$ cat src/rtl/count_wrap_tracker.sv
// Extends a 4-bit up-counter sample into {wrap_cnt, cnt} and flags non-unit jumps.
// Optional stall detection is enabled by defining CNT_STALL_DETECT_EN.
module count_wrap_tracker #(
   parameter int unsigned EXT_W     = 4,
   parameter int unsigned STALL_LIM = 8
) (
   input  logic             clk,
   input  logic             rst,
   input  logic [3:0]       cnt,
   input  logic             clr,
   output logic [EXT_W+3:0] ext_cnt,
   output logic             wrap_pulse,
   output logic             jump_err,
   output logic             stall,
   output logic [1:0]       state
);

   typedef enum logic [1:0] {
      ST_INIT  = 2'd0,
      ST_RUN   = 2'd1,
      ST_STALL = 2'd2
   } state_t;

   if (STALL_LIM < 2 || STALL_LIM > 255) begin : g_lim_check
      $error("STALL_LIM out of range 2..255");
   end

   state_t           r_state;
   state_t           w_next_state;
   logic [3:0]       r_prev;
   logic [EXT_W-1:0] r_wrap_cnt;
   logic             r_wrap_pulse;
   logic             r_jump_err;
   logic             w_active;
   logic             w_hold;
   logic             w_step;
   logic             w_wrap;
   logic             w_jump;

   assign w_active = (r_state != ST_INIT);
   assign w_hold   = (cnt == r_prev);
   assign w_wrap   = (r_prev == 4'hF) && (cnt == 4'h0);
   assign w_step   = (r_prev != 4'hF) && (cnt == r_prev + 4'd1);
   assign w_jump   = !(w_hold || w_step || w_wrap);

`ifdef CNT_STALL_DETECT_EN
   localparam logic [7:0] LP_STALL_LIM = 8'(STALL_LIM);

   logic [7:0] r_stall_cnt;
   logic [7:0] w_stall_cnt_inc;
   logic       w_stall_reached;

   assign w_stall_cnt_inc = (r_stall_cnt == 8'hFF) ? r_stall_cnt : r_stall_cnt + 8'd1;
   assign w_stall_reached = (w_stall_cnt_inc >= LP_STALL_LIM);

   // Any non-hold sample (or the INIT load) restarts the hold run.
   always_ff @(posedge clk) begin
      if (rst) begin
         r_stall_cnt <= '0;
      end else if (w_active && w_hold) begin
         r_stall_cnt <= w_stall_cnt_inc;
      end else begin
         r_stall_cnt <= '0;
      end
   end

   assign stall = (r_state == ST_STALL);
`else
   assign stall = 1'b0;
`endif

   always_comb begin
      w_next_state = r_state;
      unique case (r_state)
         ST_INIT: w_next_state = ST_RUN;
         ST_RUN: begin
`ifdef CNT_STALL_DETECT_EN
            if (w_hold && w_stall_reached) w_next_state = ST_STALL;
`endif
         end
         ST_STALL: if (!w_hold) w_next_state = ST_RUN;
         default:  w_next_state = ST_INIT;
      endcase
   end

   always_ff @(posedge clk) begin
      if (rst) r_state <= ST_INIT;
      else     r_state <= w_next_state;
   end

   // clr overrides a same-edge wrap increment or jump set, but the pulse still fires.
   always_ff @(posedge clk) begin
      if (rst) begin
         r_prev       <= '0;
         r_wrap_cnt   <= '0;
         r_wrap_pulse <= 1'b0;
         r_jump_err   <= 1'b0;
      end else begin
         r_prev       <= cnt;
         r_wrap_pulse <= w_active && w_wrap;
         if (clr) begin
            r_wrap_cnt <= '0;
            r_jump_err <= 1'b0;
         end else begin
            if (w_active && w_wrap) r_wrap_cnt <= r_wrap_cnt + 1'b1;
            if (w_active && w_jump) r_jump_err <= 1'b1;
         end
      end
   end

   assign ext_cnt    = {r_wrap_cnt, r_prev};
   assign wrap_pulse = r_wrap_pulse;
   assign jump_err   = r_jump_err;
   assign state      = r_state;

endmodule

$ cat config.mk
export PLATFORM = sky130hd
export DESIGN_NAME = count_wrap_tracker
export DESIGN_NICKNAME = d
export VERILOG_FILES = /design/src/rtl/count_wrap_tracker.sv
export SDC_FILE = /design/constraint.sdc
export NUM_CORES = 1
export LEC_CHECK = 0
export BUFFER_PORTS_ARGS = -buffer_cell sky130_fd_sc_hd__buf_2
export CAP_MARGIN = 20
export CORE_MARGIN = 2
export CORE_UTILIZATION = 40
export DETAILED_ROUTE_END_ITERATION = 10
export PLACE_DENSITY = 0.74
export SYNTH_ARGS = -nofsm -noshare
export SYNTH_HDL_FRONTEND = slang
export SYNTH_SLANG_ARGS = --single-unit
$ cat constraint.sdc
create_clock -name clk -period 3.8 [get_ports clk]
set_clock_uncertainty 0.2 [all_clocks]
set_input_delay 0.38 -clock clk [delete_from_list [all_inputs] [get_ports clk]]
set_output_delay 0.38 -clock clk [all_outputs]
set_load 0.01 [all_outputs]
# ---- After elaboration in Yosys (flattened, before gate mapping)
# Index checks and enable logic that the tools add are counted.
dict set report totals {
  register_bits 12
  memories 0
  romBits 0
  inputBits 7
  elab_cells 29
  ram_bits 0
  out_inout_bits 13
  latch_bits 0
}
dict set report op_classes {
  addsub 2
  shifts 0
  n_bitwise 1
  reduce_logical 12
  multipliers 0
  mux 2
  eq_ne 7
  div_mod_pow 0
  magnitude_cmp 0
}
# op n
set ops {}
lappend ops {{4-bit by 1-bit adder with 4-bit output (second input constant)} 2}
lappend ops {{4-bit equality test} 2}
lappend ops {{2-bit case mux with 3 select lines} 1}
lappend ops {{4-bit equality test (second input constant)} 1}
lappend ops {{1-bit logical AND} 4}
lappend ops {{4-bit zero test} 1}
lappend ops {{4-bit != test (second input constant)} 1}
lappend ops {{2-bit by 1-bit equality test with 1-bit output (second input constant)} 1}
lappend ops {{2-bit equality test (second input constant)} 1}
lappend ops {{2-bit zero test} 1}
lappend ops {{1-bit logical OR} 2}
lappend ops {{2-bit 2-to-1 mux} 1}
lappend ops {{2-bit != test (second input constant)} 1}
lappend ops {{2-bit AND reduction} 1}
lappend ops {{2-bit nonzero test} 1}
lappend ops {{2-bit OR reduction} 1}
lappend ops {{1-bit zero test} 1}
lappend ops {{1-bit inverter} 1}

# ---- Depth between registers and ports, before layout
# Gate-level depths: netlist of run 1.
dict set report depth {
  word_depth 7
  depth_mapped 5
  mapped_depth_nobuf 5
}

# ---- Worst setup path after synthesis of run 1
# No wires, ideal clock.
dict set report synth_path {
  path_kind {reg-to-reg}
  start {register r_prev[1]}
  end {register r_wrap_cnt[3]}
  t_required_ns 3.530
  path_stages_with_launch 6
  setup_slack_ns 2.051
  setup_ns 0.070
  t_arrival_ns 1.480
  path_buffers 0
  cell_sequence {dfxtp_1 > ha_1 > and4b_4 > nand3_4 > or3_1 > a21oi_1}
}
dict set report synth_between {
  elab_chain_len 3
}
# item line
set synth_rtl {}
lappend synth_rtl {{start: declaration} 30} ;# logic [3:0] r_prev;
lappend synth_rtl {{start signal: assignment} 99} ;# r_prev <= cnt;
lappend synth_rtl {{4-bit equality test} 42} ;# assign w_wrap = (r_prev == 4'hF) && (cnt == 4'h0);
lappend synth_rtl {{1-bit logical AND} 42}
lappend synth_rtl {{1-bit logical AND} 105} ;# if (w_active && w_wrap) r_wrap_cnt <= r_wrap_cnt + 1'b1;
lappend synth_rtl {{end signal: assignment} 105}
lappend synth_rtl {{end: declaration} 31} ;# logic [EXT_W-1:0] r_wrap_cnt;
# Every way passes these cells.
# A chain may end at the register's enable or synchronous reset.

# ---- Worst setup path after layout of run 1
# Ends and elaborated chain as after synthesis.

==> flow_metrics.env, run 1 <==
export IMPL_cap_violations=0
export IMPL_finalPower_mw=0.2348
export IMPL_syn_area_um2=543.0
export IMPL_first_global_vias=353
export IMPL_die_area_um2=1668
export IMPL_area_growth_syn_to_layout_pct=20.51
export IMPL_htree_levels=1
export IMPL_cts_sinks=11
export IMPL_setup_viol_count_final=0
export IMPL_drc=0
export IMPL_final_cells=89
export IMPL_hold_slack_ps=129.5
export IMPL_root_buffer="clkbuf_4"
export IMPL_place_ws_ps=2030
export IMPL_drt_iter0_markers=0
export IMPL_rows=13
export IMPL_startpoint="r_prev[1]"
export IMPL_synth_top_area_share_pct=40.55
export IMPL_setup_tns_ps=0
export IMPL_fin_crit_ps=1788
export IMPL_min_path_type="in -> reg"
export IMPL_r2r_cells=5
export IMPL_design_area_um2=654.4
export IMPL_status="finished, final reports clean"
export IMPL_slew_violations=0
export IMPL_cp_cell_sequence="ha_1, and4b_4, nand3_4, or3_1, a21oi_1"
export IMPL_synthFlopType="dfxtp_1"
export IMPL_die_x_um=40.85
export IMPL_wl_met2_um=450
export IMPL_path_clk_slew_ps=70
export IMPL_synth_top_cells_by_area="dfxtp_1 (41%), xnor2_1 (8.1%), xor2_1 (6.5%), ha_1 (4.6%), nor2b_1 (4.6%)"
export IMPL_clockBufferDepth=2
export IMPL_wirelength_um=943
export IMPL_rr_startpoint="r_prev[1]"
export IMPL_synth_compound_area_share_pct=5.991
export IMPL_cts_hold_buffers_added=0
export IMPL_synthAdderAreaFrac_pct=4.608
export IMPL_p_leak_nw=0.2867
export IMPL_cts_tree="yes"
export IMPL_highest_layer="met4"
export IMPL_io_pins=20
export IMPL_synth_most_common_cell="dfxtp_1"
export IMPL_start_kind="flip-flop"
export IMPL_antenna_found_initial=0
export IMPL_synth_mux_area_share_pct=1.843
export IMPL_final_util_pct=50.93
export IMPL_nFillCells=117
export IMPL_crit_fanout=5
export IMPL_wl_per_cell_um=10.60
export IMPL_place_area_um2=628.1
export IMPL_ys_seq_area_share_pct=40.55
export IMPL_hold_viol_final=0
export IMPL_cp_data_arrival_time_ps=1800
export IMPL_finalNetCount=84
export IMPL_synthCells=55
export IMPL_path_delay_family="simple AND/OR/NAND/NOR gates"
export IMPL_cp_slowest_cell="dfxtp_1"
export IMPL_grt_start_max_net_pins=8
export IMPL_postCtsSetupRepairBufs=0
export IMPL_synth_cell_type_count=25
export IMPL_track_usage_pct=14.33
export IMPL_diodes=0
export IMPL_synth_area_leader_cell="dfxtp_1"
export IMPL_rsz0062_at_grt="false"
export IMPL_setup_ws_ps=2012
export IMPL_synth_common_cells="dfxtp_1 (11), nor2_1 (6), xnor2_1 (5)"
export IMPL_path_buf_inv=0
export IMPL_peakVddDrop_mv=0.2018
export IMPL_place_congestion=0.8356
export IMPL_r2r_end="r_wrap_cnt[3]"
export IMPL_via_count=445
export IMPL_cts_buffers=3
export IMPL_yosys_warnings=0
export IMPL_synth_simple_gate_area_share_pct=26.96
export IMPL_regToRegSetupSlack_ps=2010
export IMPL_cts_resized=0
export IMPL_grt_first_pass_wirelength_mm=1.435
export IMPL_m1WireLength_um=419
export IMPL_path_class="reg -> reg"
export IMPL_required_ps=3810
export IMPL_path_depth=5
export IMPL_drtPass1Iterations=1
export IMPL_drive_gt1_share_pct=32.43
export IMPL_overflow=0
export IMPL_synth_xor_area_share_pct=14.52
export IMPL_port_buffers=17
export IMPL_start_util_pct=42.26
export IMPL_die_y_um=40.85
export IMPL_synth_edf_count=0
export IMPL_wl_met3_um=34
export IMPL_drt_vias_per_instance=5.000
export IMPL_cp_endpoint="r_wrap_cnt[3]"
export IMPL_period_share_pct=47.05
export IMPL_cp_end_kind="flip-flop"
export IMPL_synth_seq_cells=11
export IMPL_core_um2=1285
export IMPL_clkLatencyLatePin_ps=280
export IMPL_slowest_delay_ps=400
export IMPL_antenna_left=0
export IMPL_async_flop_share_pct=0
export IMPL_avgSynthCellArea_um2=9.873
export IMPL_powerDensity_nw_per_um2=358.9
export IMPL_synth_top_family_by_area="simple AND/OR/NAND/NOR gates"
export IMPL_fmax_ghz=0.5594
export IMPL_place_inst=85
registers in the layout (all words and copies together), names as in the netlist:
name	flops
r_wrap_cnt	4
state	1
wrap_pulse	1
r_prev	4
jump_err	1
power by group:
group          total [mW]  internal [mW]  switching [mW]
sequential          0.123          0.119         0.00426
clock              0.0829         0.0407          0.0422
combinational      0.0290         0.0137          0.0153
total               0.235          0.173          0.0617
final cells by class:
type                       count  area (µm²)  area share [%]
timing repair buffer          17       85.08           13.00
tap                           15       18.77           2.868
clock buffer                   4       26.28           4.015
sequential                    11       220.2           33.65
inverter                       1       3.754          0.5736
multi-input combinational     41       300.3           45.89
per-layer routing:
layer / up-vias / GRT usage, %
li1: 226 / -
met1: 204 / 16.56
met2: 11 / 20.70
met3: 4 / 1.630
met4: 0 / 17.50
met5: - / 0
logic make-up (layout without fill, tap and decap cells):
kind of cell               count (synthesis)  count (layout)
adders and majority gates                  2               2
AOI/OAI and AO/OA                          5               5
DFF                                       11              11
and+or+nand+nor                           22              22
buffers and inverters                      4              22
xor gates and xnor gates                   9               9
muxes                                      1               1
other                                      1               2
worst register-to-register path, cell delays in order (launching register included):
cell and delay (ps):
dfxtp_1 400, ha_1 250, and4b_4 290, nand3_4 100, or3_1 350, a21oi_1 130
how the worst min path moves through the flow:
| stage | from | to | slack, ps | cells past startpoint |
|---|---|---|---|---|
| after global placement | r_wrap_cnt[3] | r_wrap_cnt[3] | 280 | 2 |
| final | rst | state[0] | 130 | 2 |
| after floorplan | rst | state[0] | 240 | 1 |
| after detailed placement | r_wrap_cnt[3] | r_wrap_cnt[3] | 290 | 2 |
| after CTS | rst | state[0] | 130 | 2 |
| after global routing | rst | state[0] | 140 | 2 |
layout by cell type (no fill, tap or decap), types with 2 or more instances in the layout:
cell type / n
clkbuf_4: 3
nand4_1: 2
xor2_1: 4
nand3_1: 2
conb_1: 2
nor2b_1: 4
ha_1: 2
dfxtp_1: 11
nor2_1: 6
buf_2: 17
xnor2_1: 5
(Power assumes the default switching activity.)
==> inputs of run 2 (changes only) <==
--- a/config.mk
+++ b/config.mk
@@ -10,7 +10,7 @@
 export CORE_MARGIN = 2
 export CORE_UTILIZATION = 40
 export DETAILED_ROUTE_END_ITERATION = 10
-export PLACE_DENSITY = 0.74
+export PLACE_DENSITY = 0.77
 export SYNTH_ARGS = -nofsm -noshare
 export SYNTH_HDL_FRONTEND = slang
 export SYNTH_SLANG_ARGS = --single-unit
==> constraint.sdc (replaced) <==
create_clock -name clk -period 1.5 [get_ports clk]
set_clock_uncertainty 0.2 [all_clocks]
set_input_delay 0.15 -clock clk [delete_from_list [all_inputs] [get_ports clk]]
set_output_delay 0.15 -clock clk [all_outputs]
set_load 0.01 [all_outputs]
==> flow_metrics.env, run 2 (same netlist as run 1, synthesis figures left out) <==
export IMPL_status="finished, violations left"
export IMPL_violations="negative hold slack, negative setup slack"
export IMPL_die_area_um2=1668
export IMPL_slowest_delay_ps=360
export IMPL_peakVddDrop_mv=0.4333
export IMPL_period_share_pct=101.4
export IMPL_overflow=0
export IMPL_hold_slack_ps=-4.728
export IMPL_cp_endpoint="r_wrap_cnt[3]"
export IMPL_setup_tns_ps=-21.62
export IMPL_drtPass1Iterations=4
export IMPL_r2r_cells=5
export IMPL_path_class="reg -> reg"
export IMPL_cap_violations=0
export IMPL_start_kind="flip-flop"
export IMPL_rows=13
export IMPL_drt_iter0_markers=7
export IMPL_cts_sinks=11
export IMPL_cp_end_kind="flip-flop"
export IMPL_cp_slowest_cell="dfxtp_4"
export IMPL_via_count=487
export IMPL_clockBufferDepth=2
export IMPL_hpwl_um=844.9
export IMPL_final_cell_mix="buf_2 (17), dfxtp_1 (9), nor2_1 (6), buf_4 (6)"
export IMPL_area_growth_syn_to_layout_pct=45.62
export IMPL_nFillCells=110
export IMPL_finalNetCount=95
export IMPL_swShare_pct=25.52
export IMPL_antenna_found_initial=0
export IMPL_io_pins=20
export IMPL_core_um2=1285
export IMPL_min_path_type="in -> reg"
export IMPL_rsz0062_at_grt="true"
export IMPL_rr_startpoint="r_prev[1]"
export IMPL_diodes=0
export IMPL_crit_fanout=2
export IMPL_fin_crit_ps=1522
export IMPL_seq_power_share_pct=50.7
export IMPL_setup_ws_ps=-21.62
export IMPL_slew_violations=0
export IMPL_startpoint="r_prev[1]"
export IMPL_regToRegSetupSlack_ps=-20
export IMPL_comb_power_share_pct=16.6
export IMPL_htree_levels=1
export IMPL_drc=0
export IMPL_place_congestion=0.7822
export IMPL_die_x_um=40.85
export IMPL_start_util_pct=42.26
export IMPL_drt_vias_per_instance=4.870
export IMPL_switchingPower_mw=0.1555
export IMPL_drive_gt1_share_pct=44.71
export IMPL_place_ws_ps=-4.735
export IMPL_seq_area_um2=227.7
export IMPL_cts_buffers=3
export IMPL_clkLatencyLatePin_ps=260
export IMPL_power_clock_fraction_pct=32.7
export IMPL_wirelength_mm=1.256
export IMPL_top_regs="r_prev: 4 flops, r_wrap_cnt: 4 flops"
export IMPL_cp_cell_sequence="ha_4, and4b_4, nand3_4, or3_4, a21oi_2"
export IMPL_powerDensity_nw_per_um2=770.7
export IMPL_final_common_cell="buf_2"
export IMPL_min_delay_path_depth=3
export IMPL_cts_tree="yes"
export IMPL_cp_data_arrival_time_ps=1520
export IMPL_track_usage_pct=17.29
export IMPL_fmax_ghz=0.6572
export IMPL_die_y_um=40.85
export IMPL_setup_viol_count_final=1
export IMPL_first_global_vias=439
export IMPL_multiInputGateArea_um2=334.1
export IMPL_internal_power_mw=0.4539
export IMPL_wl_per_cell_um=12.56
export IMPL_path_clk_slew_ps=70
export IMPL_required_ps=1500
export IMPL_root_buffer="clkbuf_4"
export IMPL_hold_viol_final=1
export IMPL_antenna_left=0
export IMPL_r2r_end="r_wrap_cnt[3]"
export IMPL_p_leak_nw=0.3430
export IMPL_grt_start_max_net_pins=8
export IMPL_grt_first_pass_wirelength_mm=1.814
export IMPL_port_buffers=17
## run 2: changes by cell type in the layout (fill, tap and decap cells not counted), sizes merged
cell and change:
dlygate4sd3 +5, buf +6
## run 2: per-stage QoR
step           power [mW]  util (%)  instance area, µm²  hold slack, ps  instances
2_1_floorplan      0.3683         -               566.8           6.523         56
3_3_place_gp       0.3998     53.36               685.7           182.1         90
3_5_place_dp       0.4026     53.36               685.7           183.1         90
4_1_cts            0.6079     59.88               769.5          0.6928        100
5_1_grt            0.6423     61.54               790.8           8.085        100
6_report           0.6094     61.54               790.8          -4.728        100
## run 2: power groups by stage
stage / combinational [mW] / clock, mW / sequential, mW
2_1_floorplan: 0.0478 / 0 / 0.320
3_3_place_gp: 0.0847 / 0 / 0.315
3_5_place_dp: 0.0868 / 0 / 0.316
4_1_cts: 0.0968 / 0.202 / 0.309
5_1_grt: 0.111 / 0.221 / 0.310
6_report: 0.101 / 0.199 / 0.309
## run 2: worst min-delay path by stage
stage | to | slack (ps) | from
floorplan | state[0] | 7 | rst
global placement | state[0] | 180 | rst
detailed placement | state[0] | 180 | rst
CTS | r_wrap_cnt[3] | 0.7 | clr
global route | r_wrap_cnt[3] | 8 | clr
finish | r_wrap_cnt[3] | -5 | clr
## run 2: layout make-up
class,count,area share [%]
multi-input cells,41,42.25
flip-flops and latches,11,28.80
repair buffers,28,22.78
clock buffers,4,3.323
well taps,15,2.373
inverters,1,0.4747
## run 2: timing repair
action / 4_1_cts / 5_1_grt
pin swaps: 0 / 2
hold buffers: 5 / 0
setup endpoints to repair: 1 / 5
setup buffers: 1 / 0
resized for setup: 0 / 5
hold endpoints to repair: 6 / 0
## run 2: worst max-delay path, delay by kind of cell, from the launching register on
family,cells,cell delay [ps]
flip-flops,1,360
AO/OA/AOI/OAI,1,110
AND/OR/NAND/NOR,3,660
adder cells (fa/ha/maj),1,130
## run 2: layer usage
layer	share of wire [%]	wire, µm	global-route usage (%)	up-vias
li1	-	-	-	246
met1	41	514	20.27	227
met2	54	676	28.91	12
met3	3.6	45	3.261	2
met4	1.5	19	10.00	0
met5	0	0	0	-
==> inputs of run 3 (changes only) <==
--- a/config.mk
+++ b/config.mk
@@ -10,7 +10,7 @@
 export CORE_MARGIN = 2
 export CORE_UTILIZATION = 40
 export DETAILED_ROUTE_END_ITERATION = 10
-export PLACE_DENSITY = 0.77
+export PLACE_DENSITY = 0.74
 export SYNTH_ARGS = -nofsm -noshare
 export SYNTH_HDL_FRONTEND = slang
 export SYNTH_SLANG_ARGS = --single-unit
==> constraint.sdc (replaced) <==
create_clock -name clk -period 1.85 [get_ports clk]
set_clock_uncertainty 0.2 [all_clocks]
set_input_delay 0.185 -clock clk [delete_from_list [all_inputs] [get_ports clk]]
set_output_delay 0.185 -clock clk [all_outputs]
set_load 0.01 [all_outputs]
==> flow_metrics.env, run 3 (same netlist as run 1, synthesis figures left out) <==
export IMPL_htree_levels=1
export IMPL_die_x_um=40.85
export IMPL_place_congestion=0.8284
export IMPL_die_area_um2=1668
export IMPL_clkLatencyLatePin_ps=270
export IMPL_top_regs="r_prev: 4 flops, r_wrap_cnt: 4 flops"
export IMPL_r2r_end="r_wrap_cnt[3]"
export IMPL_cp_data_arrival_time_ps=1810
export IMPL_rsz0062_at_grt="false"
export IMPL_antenna_left=0
export IMPL_slew_violations=0
export IMPL_port_buffers=17
export IMPL_final_cell_mix="buf_2 (17), dfxtp_1 (10), nor2_1 (6)"
export IMPL_min_from="cnt[3]"
export IMPL_start_util_pct=42.26
export IMPL_drt_iter0_markers=1
export IMPL_finalNetCount=87
export IMPL_track_usage_pct=15.11
export IMPL_nFillCells=124
export IMPL_hpwl_um=774.8
export IMPL_antenna_found_initial=0
export IMPL_diodes=0
export IMPL_wl_per_cell_um=11.67
export IMPL_place_inst=86
export IMPL_required_ps=1840
export IMPL_drtPass1Iterations=4
export IMPL_fmax_ghz=0.5489
export IMPL_min_to="r_prev[3]"
export IMPL_area_growth_syn_to_layout_pct=26.27
export IMPL_grt_first_pass_wirelength_mm=1.587
export IMPL_postCtsSetupRepairBufs=0
export IMPL_cp_slowest_cell="dlygate4sd3_1"
export IMPL_cp_cell_sequence="dlygate4sd3_1, buf_2, and4b_4, nand3_4, or3_1, a21oi_1"
export IMPL_period_share_pct=98.47
export IMPL_min_path_type="in -> reg"
export IMPL_cts_buffers=3
export IMPL_status="finished, final reports clean"
export IMPL_overflow=0
export IMPL_path_depth=6
export IMPL_path_buf_inv=2
export IMPL_seq_area_um2=221.5
export IMPL_finalPower_mw=0.4833
export IMPL_final_util_pct=53.36
export IMPL_setup_viol_count_final=0
export IMPL_clockBufferDepth=2
export IMPL_cap_violations=0
export IMPL_first_global_vias=377
export IMPL_place_ws_ps=69.38
export IMPL_grt_start_max_net_pins=8
export IMPL_cp_end_kind="flip-flop"
export IMPL_slowest_delay_ps=540
export IMPL_p_leak_nw=0.2982
export IMPL_peakVddDrop_mv=0.3320
export IMPL_drt_vias_per_instance=4.815
export IMPL_powerDensity_nw_per_um2=704.9
export IMPL_hold_viol_final=0
export IMPL_via_count=443
export IMPL_crit_fanout=5
export IMPL_core_um2=1285
export IMPL_setup_tns_ps=0
export IMPL_regToRegSetupSlack_ps=60
export IMPL_drive_gt1_share_pct=35.06
export IMPL_path_class="in -> reg"
export IMPL_rows=13
export IMPL_setup_ws_ps=28.25
export IMPL_die_y_um=40.85
export IMPL_io_pins=20
export IMPL_rr_startpoint="r_prev[0]"
export IMPL_final_common_cell="buf_2"
export IMPL_min_delay_path_depth=2
export IMPL_r2r_cells=5
export IMPL_fin_crit_ps=1822
export IMPL_cts_tree="yes"
export IMPL_path_delay_family="simple AND/OR/NAND/NOR gates"
export IMPL_multiInputGateArea_um2=302.8
export IMPL_root_buffer="clkbuf_4"
export IMPL_path_clk_slew_ps=80
export IMPL_final_cells=92
export IMPL_start_kind="input port"
export IMPL_drc=0
export IMPL_cts_sinks=11
export IMPL_wirelength_mm=1.074
run 3: cell type report:
type                       count  share of cell area, %
multi-input combinational     41                  44.16
timing repair buffer          20                  16.42
clock buffer                   4                  3.832
tap                           15                  2.737
inverter                       1                 0.5474
sequential                    11                  32.30
run 3: worst max path at each step:
stage,from,end,slack (ps)
floorplan,r_prev[1],r_wrap_cnt[3],100
global placement,r_prev[0],r_wrap_cnt[3],130
detailed placement,r_prev[0],r_wrap_cnt[3],70
CTS,r_prev[0],r_wrap_cnt[3],40
global route,cnt[0],r_wrap_cnt[3],1
finish,cnt[0],r_wrap_cnt[3],30
run 3: layer usage:
| layer | up-vias | global-route usage, % | share of wire [%] |
|---|---|---|---|
| met2 | 11 | 21.88 | 51 |
| met1 | 202 | 18.48 | 44 |
| li1 | 228 | - | - |
| met4 | 0 | 12.50 | 1.8 |
| met5 | - | 0 | 0 |
| met3 | 2 | 3.804 | 3.3 |
run 3: per-stage QoR:
step	area (µm²)	hold WS (ps)
after detailed placement	635.6	216.8
final	685.7	12.40
after global placement	635.6	214.4
after floorplan	546.8	41.52
after CTS	681.9	0.02559
after global routing	685.7	8.471
run 3: power breakdown:
group,switching (mW),internal (mW),leakage (nW)
clock,0.0803,0.0833,0.0150
combinational,0.0350,0.0327,0.193
sequential,0.00799,0.244,0.0905
total,0.123,0.360,0.298
run 3: repair_timing:
action,4_1_cts,5_1_grt
setup endpoints to repair,0,1
hold buffers,2,0
gates resized for setup,0,2
hold endpoints to repair,6,0
run 3: worst register-to-register path: stages (launching register included):
cell     delay (ps)
dfxtp_1         400
ha_2            250
and4b_4         280
nand3_4         100
or3_1           360
a21oi_1         140
